==> config.mk <==
export PLATFORM = sky130hd
export DESIGN_NAME = ks32_addsub_pipe
export DESIGN_NICKNAME = d
export VERILOG_FILES = /design/src/rtl/ks32_addsub_pipe_pkg.sv /design/src/rtl/ks_prefix_cell.sv /design/src/rtl/ks32_addsub_pipe.sv
export SDC_FILE = /design/constraint.sdc
export NUM_CORES = 1
export LEC_CHECK = 0
export ABC_AREA = 1
export CORE_AREA = 3 3 148 150
export CTS_BUF_LIST = sky130_fd_sc_hd__clkbuf_4 sky130_fd_sc_hd__clkbuf_8 sky130_fd_sc_hd__clkbuf_16
export DETAILED_ROUTE_END_ITERATION = 12
export DIE_AREA = 0 0 151 153
export GPL_TIMING_DRIVEN = 0
export HOLD_SLACK_MARGIN = 0.06
export PLACE_DENSITY_LB_ADDON = 0.08
export SLEW_MARGIN = 20
export SYNTH_ARGS = -nofsm -noshare
export SYNTH_HDL_FRONTEND = slang
export SYNTH_HIERARCHICAL = 1
export SYNTH_SLANG_ARGS = --single-unit
==> constraint.sdc <==
create_clock -name clk -period 1.2 [get_ports clk]
set_input_delay 0.12 -clock clk [delete_from_list [all_inputs] [get_ports clk]]
set_output_delay 0.12 -clock clk [all_outputs]
set_load 0.05 [all_outputs]
==> src/rtl/ks32_addsub_pipe_pkg.sv <==
// Shared constants and helpers for the pipelined Kogge-Stone adder/subtractor.
package ks32_addsub_pipe_pkg;

  localparam int unsigned KS_WIDTH = 32;

  localparam logic KS_OP_ADD = 1'b0;
  localparam logic KS_OP_SUB = 1'b1;

  function automatic int unsigned ks_levels(input int unsigned width);
    return $clog2(width);
  endfunction

endpackage

==> src/rtl/ks_prefix_cell.sv <==
// Kogge-Stone black cell; used as a gray cell by leaving p_o unconnected downstream.
module ks_prefix_cell (
  input  logic g_hi_i,
  input  logic p_hi_i,
  input  logic g_lo_i,
  input  logic p_lo_i,
  output logic g_o,
  output logic p_o
);

  assign g_o = g_hi_i | (p_hi_i & g_lo_i);
  assign p_o = p_hi_i & p_lo_i;

endmodule

==> src/rtl/ks32_addsub_pipe.sv <==
// Three-stage Kogge-Stone add/sub with valid/ready on both sides and a bubble-collapsing
// ready chain; prefix levels are split between stages 2 and 3.
module ks32_addsub_pipe
  import ks32_addsub_pipe_pkg::*;
#(
  parameter int unsigned WIDTH = KS_WIDTH
) (
  input  logic             clk,
  input  logic             rst,
  input  logic             in_valid,
  output logic             in_ready,
  input  logic [WIDTH-1:0] a,
  input  logic [WIDTH-1:0] b,
  input  logic             ci,
  input  logic             sub,
  output logic             out_valid,
  input  logic             out_ready,
  output logic [WIDTH-1:0] s,
  output logic             co,
  output logic             ov
);

  localparam int unsigned LEVELS = ks_levels(WIDTH);
  localparam int unsigned SPLIT  = (LEVELS + 1) / 2;

  logic v1_q, v2_q, v3_q;
  logic v1_d, v2_d, v3_d;
  logic ld1, ld2, ld3;

  // Stage 1 state
  logic [WIDTH-1:0] g1_q, p1_q;
  logic             cin1_q, sub1_q, am1_q, bm1_q;
  // Stage 2 state
  logic [WIDTH-1:0] g2_q, pg2_q, p2_q;
  logic             cin2_q, sub2_q, am2_q, bm2_q;
  // Stage 3 state
  logic [WIDTH-1:0] s_q;
  logic             co_q, ov_q;

  logic [WIDTH-1:0] b_eff;
  logic             cin_eff;

  assign b_eff   = (sub == KS_OP_SUB) ? ~b : b;
  assign cin_eff = (sub == KS_OP_SUB) ? ~ci : ci;

  always_comb begin
    ld3      = !v3_q || out_ready;
    ld2      = !v2_q || ld3;
    ld1      = !v1_q || ld2;
    in_ready = ld1;
    v1_d     = ld1 ? in_valid : v1_q;
    v2_d     = ld2 ? v1_q : v2_q;
    v3_d     = ld3 ? v2_q : v3_q;
  end

  // Carry-in is folded into bit 0's generate so the prefix tree yields carries directly.
  logic [SPLIT:0][WIDTH-1:0] ga, pa;
  assign ga[0] = {g1_q[WIDTH-1:1], g1_q[0] | (p1_q[0] & cin1_q)};
  assign pa[0] = p1_q;

  for (genvar l = 0; l < SPLIT; l++) begin : g_lvl_a
    for (genvar i = 0; i < WIDTH; i++) begin : g_bit
      if (i >= (1 << l)) begin : g_cell
        ks_prefix_cell u_cell (
          .g_hi_i (ga[l][i]),
          .p_hi_i (pa[l][i]),
          .g_lo_i (ga[l][i-(1<<l)]),
          .p_lo_i (pa[l][i-(1<<l)]),
          .g_o    (ga[l+1][i]),
          .p_o    (pa[l+1][i])
        );
      end else begin : g_pass
        assign ga[l+1][i] = ga[l][i];
        assign pa[l+1][i] = pa[l][i];
      end
    end
  end

  logic [LEVELS:SPLIT][WIDTH-1:0] gb, pb;
  assign gb[SPLIT] = g2_q;
  assign pb[SPLIT] = pg2_q;

  for (genvar l = SPLIT; l < LEVELS; l++) begin : g_lvl_b
    for (genvar i = 0; i < WIDTH; i++) begin : g_bit
      if (i >= (1 << l)) begin : g_cell
        ks_prefix_cell u_cell (
          .g_hi_i (gb[l][i]),
          .p_hi_i (pb[l][i]),
          .g_lo_i (gb[l][i-(1<<l)]),
          .p_lo_i (pb[l][i-(1<<l)]),
          .g_o    (gb[l+1][i]),
          .p_o    (pb[l+1][i])
        );
      end else begin : g_pass
        assign gb[l+1][i] = gb[l][i];
        assign pb[l+1][i] = pb[l][i];
      end
    end
  end

  logic unused_p;
  assign unused_p = ^pb[LEVELS];

  logic [WIDTH-1:0] sum;
  logic             co_d, ov_d;
  assign sum  = p2_q ^ {gb[LEVELS][WIDTH-2:0], cin2_q};
  // Subtract reports borrow, i.e. the inverted raw carry.
  assign co_d = gb[LEVELS][WIDTH-1] ^ (sub2_q == KS_OP_SUB);
  assign ov_d = (am2_q == bm2_q) && (sum[WIDTH-1] != am2_q);

  always_ff @(posedge clk) begin
    if (rst) begin
      v1_q   <= 1'b0;
      v2_q   <= 1'b0;
      v3_q   <= 1'b0;
      g1_q   <= '0;
      p1_q   <= '0;
      cin1_q <= 1'b0;
      sub1_q <= 1'b0;
      am1_q  <= 1'b0;
      bm1_q  <= 1'b0;
      g2_q   <= '0;
      pg2_q  <= '0;
      p2_q   <= '0;
      cin2_q <= 1'b0;
      sub2_q <= 1'b0;
      am2_q  <= 1'b0;
      bm2_q  <= 1'b0;
      s_q    <= '0;
      co_q   <= 1'b0;
      ov_q   <= 1'b0;
    end else begin
      v1_q <= v1_d;
      v2_q <= v2_d;
      v3_q <= v3_d;
      if (ld1) begin
        g1_q   <= a & b_eff;
        p1_q   <= a ^ b_eff;
        cin1_q <= cin_eff;
        sub1_q <= sub;
        am1_q  <= a[WIDTH-1];
        bm1_q  <= b_eff[WIDTH-1];
      end
      if (ld2) begin
        g2_q   <= ga[SPLIT];
        pg2_q  <= pa[SPLIT];
        p2_q   <= p1_q;
        cin2_q <= cin1_q;
        sub2_q <= sub1_q;
        am2_q  <= am1_q;
        bm2_q  <= bm1_q;
      end
      if (ld3) begin
        s_q  <= sum;
        co_q <= co_d;
        ov_q <= ov_d;
      end
    end
  end

  assign out_valid = v3_q;
  assign s         = s_q;
  assign co        = co_q;
  assign ov        = ov_q;

endmodule

==> run_results.csv, run 1 <==
group,metric,value,unit
detailed_routing,initialDrtViolationCount,517,
timing,setup_ws,-0.337,ns
timing,max_freq,0.650,GHz
timing,worst_slew_margin_rel,64.4,%
floorplanning,placement_rows,53,
worst_setup_path,crit_type,"reg2out",
global_routing,grt_max_degree,20,
place,port_buffers,104,
timing,worst_hold_slack,0.102,ns
detailed_routing,totalWireLength,29.2,mm
synth,synth_area_per_cell,6.22,sq um
clock_tree,cts_buffer_depth,2,
clock_tree,htree_levels,4,
timing,hold_viol,0,
layout,area_growth,30.7,%
power_and_ir_drop,cellPowerDensity,1160,mW/mm^2
layout,fin_nets,1917,
timing,setup_violations,170,
timing,min_period_over_period,128,%
timing,slew_violations,0,
place,dp_slack,-0.923,ns
worst_setup_path,cp_max_fo,2,
floorplanning,die_w,151,microns
timing,tightest_slew,0.534,ns
timing,rsz0062_at_grt,"true",
synth,synth_area,0.0103,sq mm
global_routing,antenna_found_initial,0,
layout,final_common_cell,"nand2_1",
timing,fin_tns_setup,-35.46,ns
worst_setup_path,slowest_stage,"dfxtp_4",
worst_hold_path,hold_path_class,"in2reg",
worst_setup_path,crit_arrival,1.42,ns
worst_setup_path,critPathCaptureType,"primary output",
clock_tree,cts_tree,"done",
synth,yosysWarningCount,6,
outcome,status,"finished, violations left",
power_and_ir_drop,peakVddDrop,0.000818,V
clock_tree,cts_inserted_buffers,17,
worst_setup_path,cp.required,1.08,ns
floorplanning,die-area,0.0231,sq mm
worst_setup_path,crit_top_cell,"buf_12",
detailed_routing,routed_via_density,4.57,
layout,mostFrequentLayoutCells,"nand2_1, inv_1, nor2_1",
timing,finClkSkew,0.0115,ns
clock_tree,hold_buffers,0,
global_routing,grt-ovfl-total,0,
timing,period_needed,1.54,ns
detailed_routing,drc,0,
floorplanning,dieHeight,153,microns
clock_tree,clock_latency,0.43,ns
worst_setup_path,cp_slowest_stage_delay,0.34,ns
detailed_routing,wire_per_inst,13.9,microns
place,place.gp.congestion,0.900,
synth,synth_cells,1660,
layout,n_antenna_cell,0,
detailed_routing,final_antenna_net_count,0,
floorplanning,initial_core_util,49.6,%
layout,drive_gt1_share,16.5,%
power_and_ir_drop,leakage,0.00767,uW
worst_setup_path,cp_num_buf_inv,4,
layout,finish.utilization,64.8,%
clock_tree,clk_pin_slew,0.08,ns
global_routing,grt_pass1_vias,9016,
place,hpwlAfterDp,21.9,mm
clock_tree,clock_sinks,197,
global_routing,grt_usage,24.8,%
outcome,violations,"negative setup slack",
synth,synth.net_count,1762,
global_routing,grt_first_pass_wirelength,45.3,mm
clock_tree,ctsRootBufferMaster,"clkbuf_16",
detailed_routing,vias,9612,
job,max_cap_viol_count,0,
worst_setup_path,start_kind,"flip-flop",
floorplanning,core,0.0208,sq mm
detailed_routing,firstDrtPassIters,5,
worst_setup_path,path_cells,"inv_2, nor2_4, nand3_2, buf_6, buf_12, buf_12",
floorplanning,io-pin-count,106,
worst_setup_path,critical-path-top-delay-family,"buffers and inverters",
power_and_ir_drop,p_total,15600,uW
path summary, 6_finish.rpt:
path,from,end,slack [ns],cells past startpoint
min reg2reg,g2_q[24],g2_q[24],0.48,2
max reg2reg,out_valid,g1_q[18],-0.28,10
max,out_valid,in_ready,-0.34,6
min,sub,sub1_q,0.10,5
where the power goes:
group,internal [uW],total (uW),switching [uW]
combinational,979,2420,1440
sequential,6960,7410,453
clock,3000,5790,2790
tightest hold or removal path, stage by stage:
cell	delay [ns]
buf_2	0.16
inv_1	0.07
nand2_1	0.05
nand2_1	0.05
nor2_1	0.03
sequential cells by signal, summed over array words and instances, names as in the netlist, 25 cells and up:
register / flops
g1_q: 32
g2_q: 32
p1_q: 32
s: 32
p2_q: 31
pg2_q: 25
layer usage:
metal / track usage [%] / up-vias / routed length, microns
met5: 0 / - / 0
met4: 8.46 / 0 / 694
met3: 2.64 / 32 / 1350
met2: 40.3 / 228 / 13500
met1: 34.4 / 4166 / 13700
li1: - / 5186 / -
metrics by stage:
stage	instance area [sq um]	instances
after floorplan	10400	1660
after global placement	11800	2039
after detailed placement	11800	2039
after CTS	12800	2092
after global routing	13500	2103
final	13500	2103
area by class of cell:
type	instances	area, sq um
plain buffers	67	681
well taps	275	344
repair buffers	138	1370
flip-flops and latches	197	3960
multi-input cells	1088	5390
fillers	2050	7340
inverters	306	1150
clock inverters	14	165
clock buffers	18	433
timing repair:
item	CTS	global route
cloned	3	9
pin swaps	3	20
gates resized for setup	298	184
hold endpoints to repair	0	0
endpoints found under the setup margin	233	200
buffers inserted	18	6
(Power assumes the default switching activity.)
==> inputs of run 2 (changes only) <==
Settings changed: TNS_END_PERCENT set to 10.
==> run 2 against run 1 <==
Effect of this change:
- clock-buffer cell count did not move
- non-clock buffer count fell by 29
- via count fell by 4.4%
- cell area fell by 8.2%
- worst setup slack got worse by 0.028 ns
- the flow still finishes with violations (negative setup slack)
- critical endpoint unchanged
- register-to-register slack barely moved
- largest cell class unchanged
- highest routed layer unchanged
- critical path depth did not move
==> run_results.csv, run 2 (same netlist as run 1, synthesis figures left out) <==
group,metric,value,unit
clock_tree,clk_pin_slew,0.08,ns
detailed_routing,wl_met1,13.3,mm
layout,drive_gt1_share,8.28,%
place,place.gp.congestion,0.908,
power_and_ir_drop,cellPowerDensity,1230,mW/mm^2
place,hpwlAfterDp,21.8,mm
clock_tree,clock_latency,0.44,ns
worst_setup_path,critPathCaptureType,"primary output",
floorplanning,core,0.0208,sq mm
job,max_cap_viol_count,0,
power_and_ir_drop,leakage,0.00735,uW
floorplanning,die_w,151,microns
global_routing,antenna_found_initial,0,
timing,min_period_over_period,130,%
clock_tree,cts_tree,"done",
global_routing,grt-ovfl-total,0,
outcome,status,"finished, violations left",
floorplanning,placement_rows,53,
detailed_routing,vias,9192,
detailed_routing,wire_per_inst,13.0,microns
timing,max_freq,0.639,GHz
layout,fin_nets,1888,
worst_setup_path,cp.required,1.08,ns
worst_setup_path,crit_type,"reg2out",
floorplanning,dieHeight,153,microns
floorplanning,die-area,0.0231,sq mm
timing,finClkSkew,0.0110,ns
layout,final_area,0.0124,sq mm
timing,tightest_slew,0.567,ns
detailed_routing,route.met2.wl,12.2,mm
place,dp_slack,-0.931,ns
place,port_buffers,104,
timing,setup_violations,173,
layout,multiInputGateArea,0.00497,sq mm
outcome,violations,"negative setup slack",
clock_tree,ctsRootBufferMaster,"clkbuf_16",
worst_setup_path,crit_arrival,1.45,ns
global_routing,grt_first_pass_wirelength,43.0,mm
floorplanning,initial_core_util,49.6,%
layout,final_common_cell,"nand2_1",
worst_hold_path,hold_path_class,"in2reg",
place,place_area,0.0117,sq mm
timing,setup_ws,-0.365,ns
detailed_routing,totalWireLength,27.0,mm
timing,hold_viol,0,
global_routing,grt_usage,23.9,%
layout,mostFrequentLayoutCells,"nand2_1, nor2_1, inv_1",
detailed_routing,routed_via_density,4.43,
clock_tree,cts_buffer_depth,2,
detailed_routing,met3_length,1.07,mm
clock_tree,htree_levels,4,
floorplanning,io-pin-count,106,
timing,period_needed,1.57,ns
timing,rsz0062_at_grt,"true",
layout,nFillCells,2200,
global_routing,grt_pass1_vias,8389,
detailed_routing,firstDrtPassIters,4,
worst_setup_path,cp_max_fo,3,
detailed_routing,top_layer,"met4",
detailed_routing,drc,0,
global_routing,grt_max_degree,20,
power_and_ir_drop,peakVddDrop,0.000920,V
worst_setup_path,start_kind,"flip-flop",
layout,area_growth,20.0,%
detailed_routing,final_antenna_net_count,0,
detailed_routing,initialDrtViolationCount,499,
layout,n_antenna_cell,0,
layout,regArea,0.00396,sq mm
timing,worst_slew_margin_rel,62.2,%
clock_tree,cts_inserted_buffers,17,
timing,slew_violations,0,
clock_tree,clock_sinks,197,
run 2: repair_timing:
| action | CTS | global route |
|---|---|---|
| setup buffers | 3 | 0 |
| setup endpoints to repair | 232 | 200 |
| hold buffers | 0 | 0 |
| gates resized for setup | 217 | 63 |
| pin swaps | 1 | 2 |
run 2: final timing paths:
| check | start | to | slack, ns | cells after the start |
|---|---|---|---|---|
| max | out_valid | in_ready | -0.37 | 6 |
| min | sub | sub1_q | 0.11 | 5 |
| max reg2reg | out_valid | g2_q[25] | -0.29 | 8 |
| min reg2reg | sub1_q | sub1_q | 0.49 | 2 |
run 2: report_power, final:
part,switching [uW],internal [uW]
Clock,2740,2790
Sequential,412,6960
Combinational,1390,910
Total,4550,10700
run 2: per-stage QoR:
step | setup TNS (ns) | util (%) | hold WS, ns | std cells | power [uW]
6_report | -23.17 | 59.5 | 0.107 | 2074 | 15200
2_1_floorplan | -2.26 | - | 0.179 | 1660 | 8950
5_1_grt | -39.78 | 59.5 | 0.139 | 2074 | 15900
4_1_cts | -40.99 | 58.9 | 0.106 | 2074 | 15300
3_3_place_gp | -115.88 | 56.4 | 0.465 | 2039 | 9820
3_5_place_dp | -118.80 | 56.4 | 0.476 | 2039 | 9860
run 2: area by class of cell:
cell class | instances | share of cell area [%]
Multi-Input combinational cell | 1088 | 40.1
Sequential cell | 197 | 32.0
Inverter | 306 | 9.30
Timing Repair Buffer | 107 | 7.37
Buffer | 69 | 3.85
Clock buffer | 18 | 3.50
Tap cell | 275 | 2.78
Clock inverter | 14 | 1.13
run 2: metal layers:
metal / up-vias / track usage (%)
met4: 0 / 6.69
li1: 5117 / -
met2: 188 / 38.6
met5: - / 0
met1: 3860 / 33.3
met3: 27 / 3.35
run 2: critical path, cell delays in order (launching register included):
cell     delay [ns]
dfxtp_4        0.37
inv_4          0.03
nor2_4         0.10
nand3_2        0.11
buf_6          0.14
buf_12         0.12
buf_12         0.13
